==> config.mk <==
export PLATFORM = sky130hd
export DESIGN_NAME = dmem_wbuf
export DESIGN_NICKNAME = d
export VERILOG_FILES = /design/src/rtl/dmem_wbuf.sv
export SDC_FILE = /design/constraint.sdc
export NUM_CORES = 1
export LEC_CHECK = 0
export BUFFER_PORTS_ARGS = -buffer_cell sky130_fd_sc_hd__clkbuf_2
export CORE_UTILIZATION = 50
export DETAILED_ROUTE_END_ITERATION = 10
export PLACE_DENSITY = 0.72
export SLEW_MARGIN = 40
export SYNTH_ARGS = -nofsm -noshare
export SYNTH_HDL_FRONTEND = slang
export SYNTH_SLANG_ARGS = --single-unit
==> constraint.sdc <==
create_clock -name clk -period 2.79 [get_ports clk]
set_input_delay 0.4185 -clock clk [delete_from_list [all_inputs] [get_ports clk]]
set_output_delay 0.4185 -clock clk [all_outputs]
set_load 0.01 [all_outputs]
==> src/rtl/dmem_wbuf.sv <==
// Data-memory front end with a 2-entry in-order write buffer, optional
// store-to-load forwarding, and a registered single-port backend handshake.
module dmem_wbuf #(
    parameter int READ_FWD = 1
) (
    input  logic        clk,
    input  logic        reset,
    input  logic        MemWriteM,
    input  logic        MemReadM,
    input  logic [31:0] AddrM,
    input  logic [31:0] WriteDataM,
    output logic [31:0] ReadDataM,
    output logic        StallM,
    output logic        mem_req,
    output logic        mem_we,
    output logic [31:0] mem_addr,
    output logic [31:0] mem_wdata,
    input  logic        mem_ack,
    input  logic [31:0] mem_rdata,
    output logic        wb_empty
);

    typedef enum logic [1:0] {IDLE, WR, RD, RDONE} state_t;

    state_t      state_reg;
    logic [29:0] addr_reg [2];
    logic [31:0] data_reg [2];
    logic [1:0]  count_reg;
    logic [31:0] rdata_reg;

    logic        store;
    logic        load;
    logic        full;
    logic        push;
    logic        pop;
    logic        wr_slot;
    logic [1:0]  hit;
    logic        fwd_hit;
    logic [31:0] fwd_data;
    logic        unused_addr_bits;

    assign unused_addr_bits = ^AddrM[1:0];

    // A simultaneous read+write request is a store; the read is dropped.
    assign store = MemWriteM;
    assign load  = MemReadM && !MemWriteM;
    assign full  = (count_reg == 2'd2);
    assign push  = store && !full;
    assign pop   = (state_reg == WR) && mem_req && mem_ack;

    // After a pop the surviving entry shifts to slot 0, so the free slot is count-pop.
    assign wr_slot = count_reg[0] ^ pop;

    generate
        for (genvar gi = 0; gi < 2; gi++) begin : g_match
            assign hit[gi] = (READ_FWD != 0) && (count_reg > 2'(gi)) &&
                             (addr_reg[gi] == AddrM[31:2]);
        end
    endgenerate

    // Slot 1 is always younger than slot 0, so it wins when both match.
    assign fwd_hit  = load && (|hit);
    assign fwd_data = hit[1] ? data_reg[1] : data_reg[0];

    assign StallM    = reset && ((store && full) ||
                                 (load && !fwd_hit && (state_reg != RDONE)));
    assign ReadDataM = fwd_hit ? fwd_data : rdata_reg;
    assign wb_empty  = (count_reg == 2'd0);

    always_ff @(posedge clk or negedge reset) begin
        if (!reset) begin
            for (int i = 0; i < 2; i++) begin
                addr_reg[i] <= '0;
                data_reg[i] <= '0;
            end
            count_reg <= '0;
        end else begin
            if (pop) begin
                addr_reg[0] <= addr_reg[1];
                data_reg[0] <= data_reg[1];
            end
            if (push) begin
                addr_reg[wr_slot] <= AddrM[31:2];
                data_reg[wr_slot] <= WriteDataM;
            end
            count_reg <= count_reg + 2'(push) - 2'(pop);
        end
    end

    always_ff @(posedge clk or negedge reset) begin
        if (!reset) begin
            state_reg <= IDLE;
            mem_req   <= 1'b0;
            mem_we    <= 1'b0;
            mem_addr  <= '0;
            mem_wdata <= '0;
            rdata_reg <= '0;
        end else begin
            // Latch forwarded data too, so ReadDataM holds the last returned value.
            if (fwd_hit) begin
                rdata_reg <= fwd_data;
            end
            case (state_reg)
                IDLE: begin
                    if (count_reg != 2'd0) begin
                        mem_req   <= 1'b1;
                        mem_we    <= 1'b1;
                        mem_addr  <= {addr_reg[0], 2'b00};
                        mem_wdata <= data_reg[0];
                        state_reg <= WR;
                    end else if (push) begin
                        mem_req   <= 1'b1;
                        mem_we    <= 1'b1;
                        mem_addr  <= {AddrM[31:2], 2'b00};
                        mem_wdata <= WriteDataM;
                        state_reg <= WR;
                    end else if (load && !fwd_hit) begin
                        mem_req   <= 1'b1;
                        mem_we    <= 1'b0;
                        mem_addr  <= {AddrM[31:2], 2'b00};
                        state_reg <= RD;
                    end
                end
                WR: begin
                    if (mem_req && mem_ack) begin
                        if (count_reg == 2'd2) begin
                            mem_addr  <= {addr_reg[1], 2'b00};
                            mem_wdata <= data_reg[1];
                        end else if (push) begin
                            mem_addr  <= {AddrM[31:2], 2'b00};
                            mem_wdata <= WriteDataM;
                        end else begin
                            mem_req   <= 1'b0;
                            state_reg <= IDLE;
                        end
                    end
                end
                RD: begin
                    if (mem_req && mem_ack) begin
                        rdata_reg <= mem_rdata;
                        mem_req   <= 1'b0;
                        state_reg <= RDONE;
                    end
                end
                RDONE: begin
                    state_reg <= IDLE;
                end
                default: begin
                    state_reg <= IDLE;
                end
            endcase
        end
    end

endmodule
==> results.yml, run 1 <==
synthesis:
  synth_common_cells: "dfrtp_1, nor2_1, nand2_1"
  yosysUniqueCellTypes: 44
  synth_top_flop_cell: "dfrtp_1"
  mappedNetlistArea_sq_um: 11500
  synth_edf_count: 0
  synth_warnings: 0
  seq_area_frac_synth_pct: 48.6
  ys_seq_elements: 224
  synth_most_common_cell: "dfrtp_1"
  netlist_instances: 1200
  async_reset_ff_share_pct: 100
  post_synth.cell_area_avg_sq_um: 9.62
  yosysTopAreaCell: "dfrtp_1"
  yosys-top-cells-area: "dfrtp_1, nor2_1, nand2_1, mux2_2, mux2_4"
  yosysTopAreaCellShare_pct: 48.6
critical_path:
  cpPeakStageDelay_ns: 0.40
  crit_path_end_kind: "output port"
  path_common_cell: "buf_6"
  worstPathRequired_ns: 2.37
  crit_type: "flop to output port"
  critPathTopFamily: "simple AND/OR/NAND/NOR gates"
  crit_arrival_ns: 2.83
  slowest_stage: "dfrtp_1"
  crit_fanout: 12
  crit_chain: "xnor2_1, nand4_1, nor4_2, nand4_2, buf_6, buf_6, buf_16, or2_0, a21oi_2, nor2_1, clkbuf_2"
  crit_buf_inv: 4
  cp-start-kind: "flop"
route:
  ant_nets: 0
  num_vias: 10200
  drtPass1Iterations: 9
  drt_iter0_drc: 930
  viasPerCell: 5.80
  drc: 0
  routed_wl_mm: 33.8
  wl_per_cell_um: 19.3
die:
  dieArea_sq_um: 23700
  start_util_pct: 51.0
  ios: 201
  die_h_um: 154
  dieWidth_um: 154
  core_area_sq_um: 22600
  row_count: 55
pwr:
  power.total_uw: 17800
  power_density_nw_per_um2: 1220
  vdd_drop_max_uv: 730
  leakagePower_uw: 0.00657
sta:
  skew_ns: 0.0160
  fin_ws_ns: -0.463
  finalSetupTns_ns: -13.93
  worst_pin_slew_ns: 0.811
  min_period_ns: 3.25
  hold_violations: 0
  max_freq_ghz: 0.307
  fin_crit_sh_pct: 117
  slew_violations: 0
  relSlewSlack_pct: 46.0
  rsz0062_at_grt: "yes"
  finalSetupViolations: 33
global_routing:
  grt_pass1_vias: 9941
  grt_usage_pct: 28.1
  antenna_found_initial: 2
  grt_pass1_wl_mm: 53.0
  grt_remaining_overflow: 0
  grt_max_degree: 146
clock_network:
  numClockSinks: 224
  cts_root_buf: "clkbuf_16"
  tritoncts: "built"
  clk_pin_slew_ns: 0.06
  clockBufferDepth: 3
  h-tree-depth: 1
  clkLatencyLatePin_ns: 0.52
  cts_buffers: 25
layout:
  drive_above_1_share_pct: 34.7
  final_util_pct: 64.4
  num-nets-final: 1556
  fillers: 1821
  synthToLayoutAreaGrowth_pct: 26.3
hold_path:
  hold_class: "input pin to flop"
place:
  gp_congestion: 0.833
  post-place-ws_ns: -0.163
  port-buffer-count: 196
  hpwl_mm: 21.2
run_status:
  status: "finished with violations"
  violations: "setup timing"
run:
  drv_cap: 0
metal layers:
layer	part of all wire, %	wire [um]	global-route usage [%]	vias to the layer above
met5	0	0	0	-
met4	3.0	1020	11.5	0
met3	8.1	2730	4.85	69
met2	47	16000	46.0	458
met1	42	14100	37.2	4924
li1	-	-	-	4708
power breakdown:
part           switching [uW]  internal [uW]
Clock                    1300           1770
Combinational            4430           4040
Sequential               1270           4940
Total                    7000          10800
cells by family after synthesis:
kind of cell	count (synthesis)	synth area share, %
simple gates	487	18.4
compound gates	234	13.7
flops	224	48.6
mux	92	9.95
buf+inv	92	3.74
xor+xnor	63	4.78
fa+ha+maj	7	0.759
other cells	1	0.0325
path summary, 6_finish.rpt:
check	end	cells after the start	startpoint	slack [ns]
max	ReadDataM[22]	11	flop	-0.46
min	rdata_reg[3]	3	mem_rdata[3]	0.10
max reg2reg	mem_addr[5]	12	flop	0.04
min reg2reg	mem_wdata[16]	2	mem_wdata[16]	0.48
max in group asynchronous	mem_addr[3]	4	reset	1.50
min in group asynchronous	mem_wdata[5]	2	reset	0.29
repair_timing:
| item | CTS | global route |
|---|---|---|
| hold buffers | 1 | 0 |
| setup buffers | 5 | 1 |
| resized for setup | 24 | 37 |
| pin swaps | 6 | 3 |
| endpoints found under the hold margin | 1 | 0 |
| cloned | 2 | 4 |
| setup endpoints to repair | 33 | 60 |
stage by stage:
stage / instances / area, sq um / hold slack [ns]
after floorplan: 1201 / 11500 / 0.123
after global placement: 1692 / 13400 / 0.204
after detailed placement: 1692 / 13400 / 0.208
after CTS: 1744 / 14400 / 0.0899
after global routing: 1752 / 14600 / 0.113
final: 1752 / 14600 / 0.102
worst register-to-register path, cell delays in order (launching register included):
cell	delay, ns
dfrtp_1	0.40
xnor2_1	0.30
nand4_1	0.19
nor4_2	0.22
nand4_2	0.14
buf_6	0.17
buf_6	0.14
buf_16	0.15
buf_8	0.13
a31oi_4	0.17
nor2_4	0.10
clkbuf_16	0.19
mux2_4	0.31
final cells by class:
cell class | instances | area, sq um | area share (%)
clock buffer | 36 | 717 | 4.92
tap | 285 | 357 | 2.45
multi-input combinational | 885 | 5710 | 39.2
antenna | 2 | 5.00 | 0.0343
timing repair buffer | 306 | 2120 | 14.5
sequential | 224 | 5610 | 38.5
inverter | 6 | 22.5 | 0.155
clock inverter | 8 | 40.0 | 0.275
cells in the final DEF, fill, tap and decap left out, drive strengths merged, types with 11 or more instances in the layout:
| master | n |
|---|---|
| nor2 | 198 |
| nand3b | 32 |
| a31oi | 64 |
| dfrtp | 224 |
| mux2 | 92 |
| xor2 | 41 |
| clkbuf | 217 |
| nand2 | 193 |
| o22ai | 32 |
| a222oi | 32 |
| buf | 123 |
| o31ai | 33 |
| nor4 | 11 |
| o21ai | 33 |
| xnor2 | 22 |
| or2 | 34 |
| a21oi | 36 |
(Power assumes the default switching activity.)
==> run 2: changes to the inputs <==
CTS_BUF_LIST = sky130_fd_sc_hd__clkbuf_2 sky130_fd_sc_hd__clkbuf_4 sky130_fd_sc_hd__clkbuf_8   (was not set)
==> results.yml, run 2 (synthesis gave the netlist of run 1 again) <==
sta:
  slew_violations: 0
  relSlewSlack_pct: 46.2
  finalSetupViolations: 33
  skew_ns: 0.0144
  worst_pin_slew_ns: 0.807
  fin_crit_sh_pct: 115
  hold_violations: 0
  rsz0062_at_grt: "yes"
  max_freq_ghz: 0.311
  fin_ws_ns: -0.426
  min_period_ns: 3.22
die:
  dieArea_sq_um: 23700
  start_util_pct: 51.0
  ios: 201
  row_count: 55
  core_area_sq_um: 22600
  dieWidth_um: 154
  die_h_um: 154
pwr:
  vdd_drop_max_uv: 738
  p_comb_share_pct: 47.3
  p_sw_uw: 6960
  leakagePower_uw: 0.00657
  power_density_nw_per_um2: 1220
  netSwitchingFraction_pct: 39.5
  power.total_uw: 17600
  p_int_uw: 10700
  clkPwrFrac_pct: 17.5
  power_frac_seq_pct: 35.2
critical_path:
  crit_chain: "xor2_1, nor4_1, nand4_1, or2_4, a21oi_4, buf_12, nor2_1, nor2_1, clkbuf_2"
  cpPeakStageDelay_ns: 0.41
  worstPathRequired_ns: 2.37
  path_common_cell: "nor2_1"
  crit_fanout: 21
  crit_arrival_ns: 2.80
  crit_path_end_kind: "output port"
  cp-start-kind: "flop"
  crit_type: "flop to output port"
  slowest_stage: "dfrtp_1"
global_routing:
  grt-busiest-layer: "met2"
  met1_usage_pct: 37.1
  grt_max_degree: 146
  antenna_found_initial: 2
  use_met2_pct: 46.2
  grt_remaining_overflow: 0
  grt_pass1_vias: 10000
  grt_pass1_wl_mm: 53.4
  grt_usage_pct: 28.5
  use_met3_pct: 5.67
place:
  place_inst: 1692
  gp_congestion: 0.833
  hpwl_mm: 21.2
  placed_cell_area_sq_um: 13400
  port-buffer-count: 196
route:
  drtPass1Iterations: 7
  viasPerCell: 5.74
  drt_iter0_drc: 953
  drc: 0
  wl_per_cell_um: 18.8
  num_vias: 10200
  routed_wl_mm: 33.3
  ant_nets: 0
clock_network:
  numClockSinks: 224
  cts_root_buf: "clkbuf_8"
  h-tree-depth: 2
  clk_pin_slew_ns: 0.06
  clkLatencyLatePin_ns: 0.54
  clockBufferDepth: 3
  tritoncts: "built"
  cts_buffers: 40
layout:
  seq_area_sq_um: 5610
  fillers: 1835
  multi_input_area_sq_um: 5670
  synthToLayoutAreaGrowth_pct: 25.5
  num-nets-final: 1566
  final_common_cell: "dfrtp_1"
  finalNonFillerCells: 1772
  drive_above_1_share_pct: 35.5
  postLayoutCellArea_sq_um: 14500
  final_cell_mix: "dfrtp_1, nand2_1, nor2_1"
run_status:
  violations: "setup timing"
  status: "finished with violations"
hold_path:
  hold_class: "input pin to flop"
run:
  drv_cap: 0
[run 2: cell count changes in the layout (fill, tap and decap cells not counted), moves of 3 or more]
cell	previous run	this run
clkinv_2	8	3
clkbuf_16	28	0
a21oi_2	17	14
clkbuf_8	5	47
a21oi_1	16	21
nor2_2	9	6
clkbuf_4	0	17
nor2_1	185	189
buf_6	5	2
clkbuf_1	6	0
[run 2: path summary, 6_finish.rpt]
kind	from	endpoint	slack [ns]	depth (start not counted)
max	addr_reg[52]	ReadDataM[17]	-0.43	9
min	mem_rdata[26]	rdata_reg[26]	0.08	3
max reg2reg	flop	mem_addr[10]	0.13	11
min reg2reg	mem_wdata[18]	mem_wdata[18]	0.48	2
max in group asynchronous	reset	async pin	1.52	4
min in group asynchronous	reset	mem_wdata[5]	0.28	2
[run 2: per-stage QoR]
| step | TNS (ns) | util [%] | hold WS, ns | worst slack, ns |
|---|---|---|---|---|
| after floorplan | 0 | - | 0.123 | 0.325 |
| after global placement | -0.849 | 59.2 | 0.204 | -0.0774 |
| after detailed placement | -5.29 | 59.2 | 0.208 | -0.163 |
| after CTS | -13.30 | 63.7 | 0.0581 | -0.455 |
| after global routing | -17.76 | 64.0 | 0.0751 | -0.586 |
| final | -12.31 | 64.0 | 0.0812 | -0.426 |
[run 2: layer usage]
layer,share of wire (%),up-vias
li1,-,4735
met1,41,4900
met2,47,440
met3,7.9,91
met4,3.9,0
met5,0,-
[run 2: critical path: cells and delay by family (launching register included)]
kind            cells  cell delay [ns]
compound gates      1             0.22
xor+xnor            1             0.16
buf+inv             2             0.34
flops               1             0.41
simple gates        5             1.13
[run 2: power groups by stage]
stage / clock network (uW) / registers (uW) / logic, uW
6_report: 3090 / 6210 / 8340
5_1_grt: 3310 / 6420 / 9110
4_1_cts: 3140 / 6180 / 8340
3_5_place_dp: 0 / 6210 / 8220
3_3_place_gp: 0 / 6130 / 8010
2_1_floorplan: 0 / 6140 / 5300
[run 2: repair_timing]
item,4_1_cts,5_1_grt
hold buffers,1,0
buffers inserted,4,1
endpoints found under the setup margin,33,33
gates resized for setup,25,19
gates cloned,2,0
pin swaps,5,2
endpoints found under the hold margin,1,0
[run 2: cell type report]
type | instances | share of cell area (%)
Antenna cell | 2 | 0.0346
Clock buffer | 64 | 5.35
Clock inverter | 5 | 0.207
Inverter | 6 | 0.156
Multi-Input combinational cell | 885 | 39.2
Sequential cell | 224 | 38.7
Tap cell | 285 | 2.46
Timing Repair Buffer | 301 | 13.9
==> run 3: changes to the inputs <==
BUFFER_PORTS_ARGS = not set   (was -buffer_cell sky130_fd_sc_hd__clkbuf_2)
CORE_ASPECT_RATIO = 2   (was not set)
DONT_BUFFER_PORTS = 1   (was not set)
PLACE_DENSITY = not set   (was 0.72)
==> results.yml, run 3 (synthesis gave the netlist of run 1 again) <==
die:
  core_area_sq_um: 22600
  dieArea_sq_um: 23700
  row_count: 78
  die_h_um: 217
  ios: 201
  start_util_pct: 51.0
  dieWidth_um: 109
sta:
  skew_ns: 0.0143
  finalSetupViolations: 64
  slew_violations: 0
  fin_crit_sh_pct: 120
  relSlewSlack_pct: 46.3
  hold_violations: 224
  fin_ws_ns: -0.569
  worst_pin_slew_ns: 0.805
  max_freq_ghz: 0.298
  finalHoldWorstSlack_ns: -0.404
  min_period_ns: 3.36
  rsz0062_at_grt: "yes"
critical_path:
  crit_chain: "xnor2_1, buf_4, nand4_1, nor4_1, buf_4, nand4_4, buf_4, clkbuf_16, or2_2, a21oi_2, buf_4, nor2_4"
  worstPathRequired_ns: 2.37
  slowest_stage: "dfrtp_1"
  cpPeakStageDelay_ns: 0.39
  path_common_cell: "buf_4"
  crit_type: "flop to output port"
  crit_path_end_kind: "output port"
  reg2reg_slack_ns: -0.24
  cp-start-kind: "flop"
  crit_fanout: 6
  crit_arrival_ns: 2.94
clock_network:
  numClockSinks: 224
  clockBufferDepth: 3
  clkLatencyLatePin_ns: 0.52
  cts_buffers: 34
  h-tree-depth: 2
  clk_pin_slew_ns: 0.06
  cts_root_buf: "clkbuf_8"
  hold_buffers: 19
  tritoncts: "built"
run_status:
  status: "finished with violations"
  violations: "hold timing, setup timing"
layout:
  drive_above_1_share_pct: 30.3
  diodes: 0
  num-nets-final: 1402
  final_cell_mix: "dfrtp_1, nand2_1, nor2_1"
  synthToLayoutAreaGrowth_pct: 23.9
  final_common_cell: "dfrtp_1"
global_routing:
  grt_remaining_overflow: 0
  grt_usage_pct: 30.0
  grt_pass1_vias: 9920
  grt_max_degree: 226
  antenna_found_initial: 0
  grt_pass1_wl_mm: 53.9
place:
  port-buffer-count: 0
  post-place-ws_ns: 0.0128
  hpwl_mm: 22.1
  gp_congestion: 0.849
route:
  wl_per_cell_um: 23.1
  drtPass1Iterations: 6
  ant_nets: 0
  drc: 0
  num_vias: 9673
  routed_wl_mm: 36.9
  drt_iter0_drc: 562
  viasPerCell: 6.06
pwr:
  vdd_drop_max_uv: 756
  leakagePower_uw: 0.00599
  power.total_uw: 17300
  power_density_nw_per_um2: 1210
hold_path:
  hold_class: "input pin to async pin"
run:
  drv_cap: 0
==> run 3: cell count changes in the layout (fill, tap and decap cells not counted), sizes merged <==
| cell | delta |
|---|---|
| bufbuf | -1 |
| clkinv | -1 |
| clkbuf | -182 |
| clkinvlp | -2 |
| dlygate4sd3 | +18 |
| diode | -2 |
==> run 3: stage by stage <==
stage,setup TNS (ns),instances,util (%),cell area (sq um)
floorplan,0,1201,-,11500
global placement,0,1490,54.6,12400
detailed placement,0,1493,54.8,12400
CTS,-13.79,1584,61.2,13900
global route,-24.63,1597,63.1,14300
finish,-21.76,1597,63.1,14300
==> run 3: cell type report <==
cell class                 count  area, sq um
fill                        1908         8350
multi-input combinational    885         6130
sequential                   224         5610
timing repair buffer         143         1490
clock buffer                  57          684
tap                          280          350
inverter                       6         22.5
clock inverter                 2         10.0
==> run 3: worst max-delay path: cells and delay by family (launching register included) <==
family | cells | cell delay, ns
AO/OA/AOI/OAI | 1 | 0.14
buffers and inverters | 5 | 0.85
XOR/XNOR | 1 | 0.19
flip-flops | 1 | 0.39
AND/OR/NAND/NOR | 5 | 0.84
==> run 3: final timing paths <==
check | end | start | cells after the start
worst max-delay path | ReadDataM[30] | flop | 12
max in group asynchronous | mem_addr[6] | reset | 0
worst min register to register | count_reg[1] | count_reg[1] | 1
worst max register to register | mem_addr[7] | flop | 15
worst min-delay path | rdata_reg[6] | reset | 0
min in group clk | rdata_reg[5] | mem_rdata[5] | 2
==> run 3: timing repair <==
action | 4_1_cts | 5_1_grt
pin swaps | 20 | 40
hold endpoints to repair | 243 | 224
gates resized for setup | 101 | 53
buffers inserted | 8 | 6
gates cloned | 5 | 7
setup endpoints to repair | 33 | 63
==> run 3: layer usage <==
layer,vias to the layer above,GRT usage [%],share of wire (%)
met4,0,20.8,6.9
met1,4794,31.0,33
li1,4390,-,-
met2,369,53.4,54
met5,-,0,0
met3,120,5.30,5.9
==> run 3: where the power goes <==
| group | internal, uW | switching [uW] | leakage (uW) |
|---|---|---|---|
| Clock | 1540 | 1270 | 0.000376 |
| Sequential | 4940 | 1600 | 0.00264 |
| Combinational | 3760 | 4140 | 0.00297 |
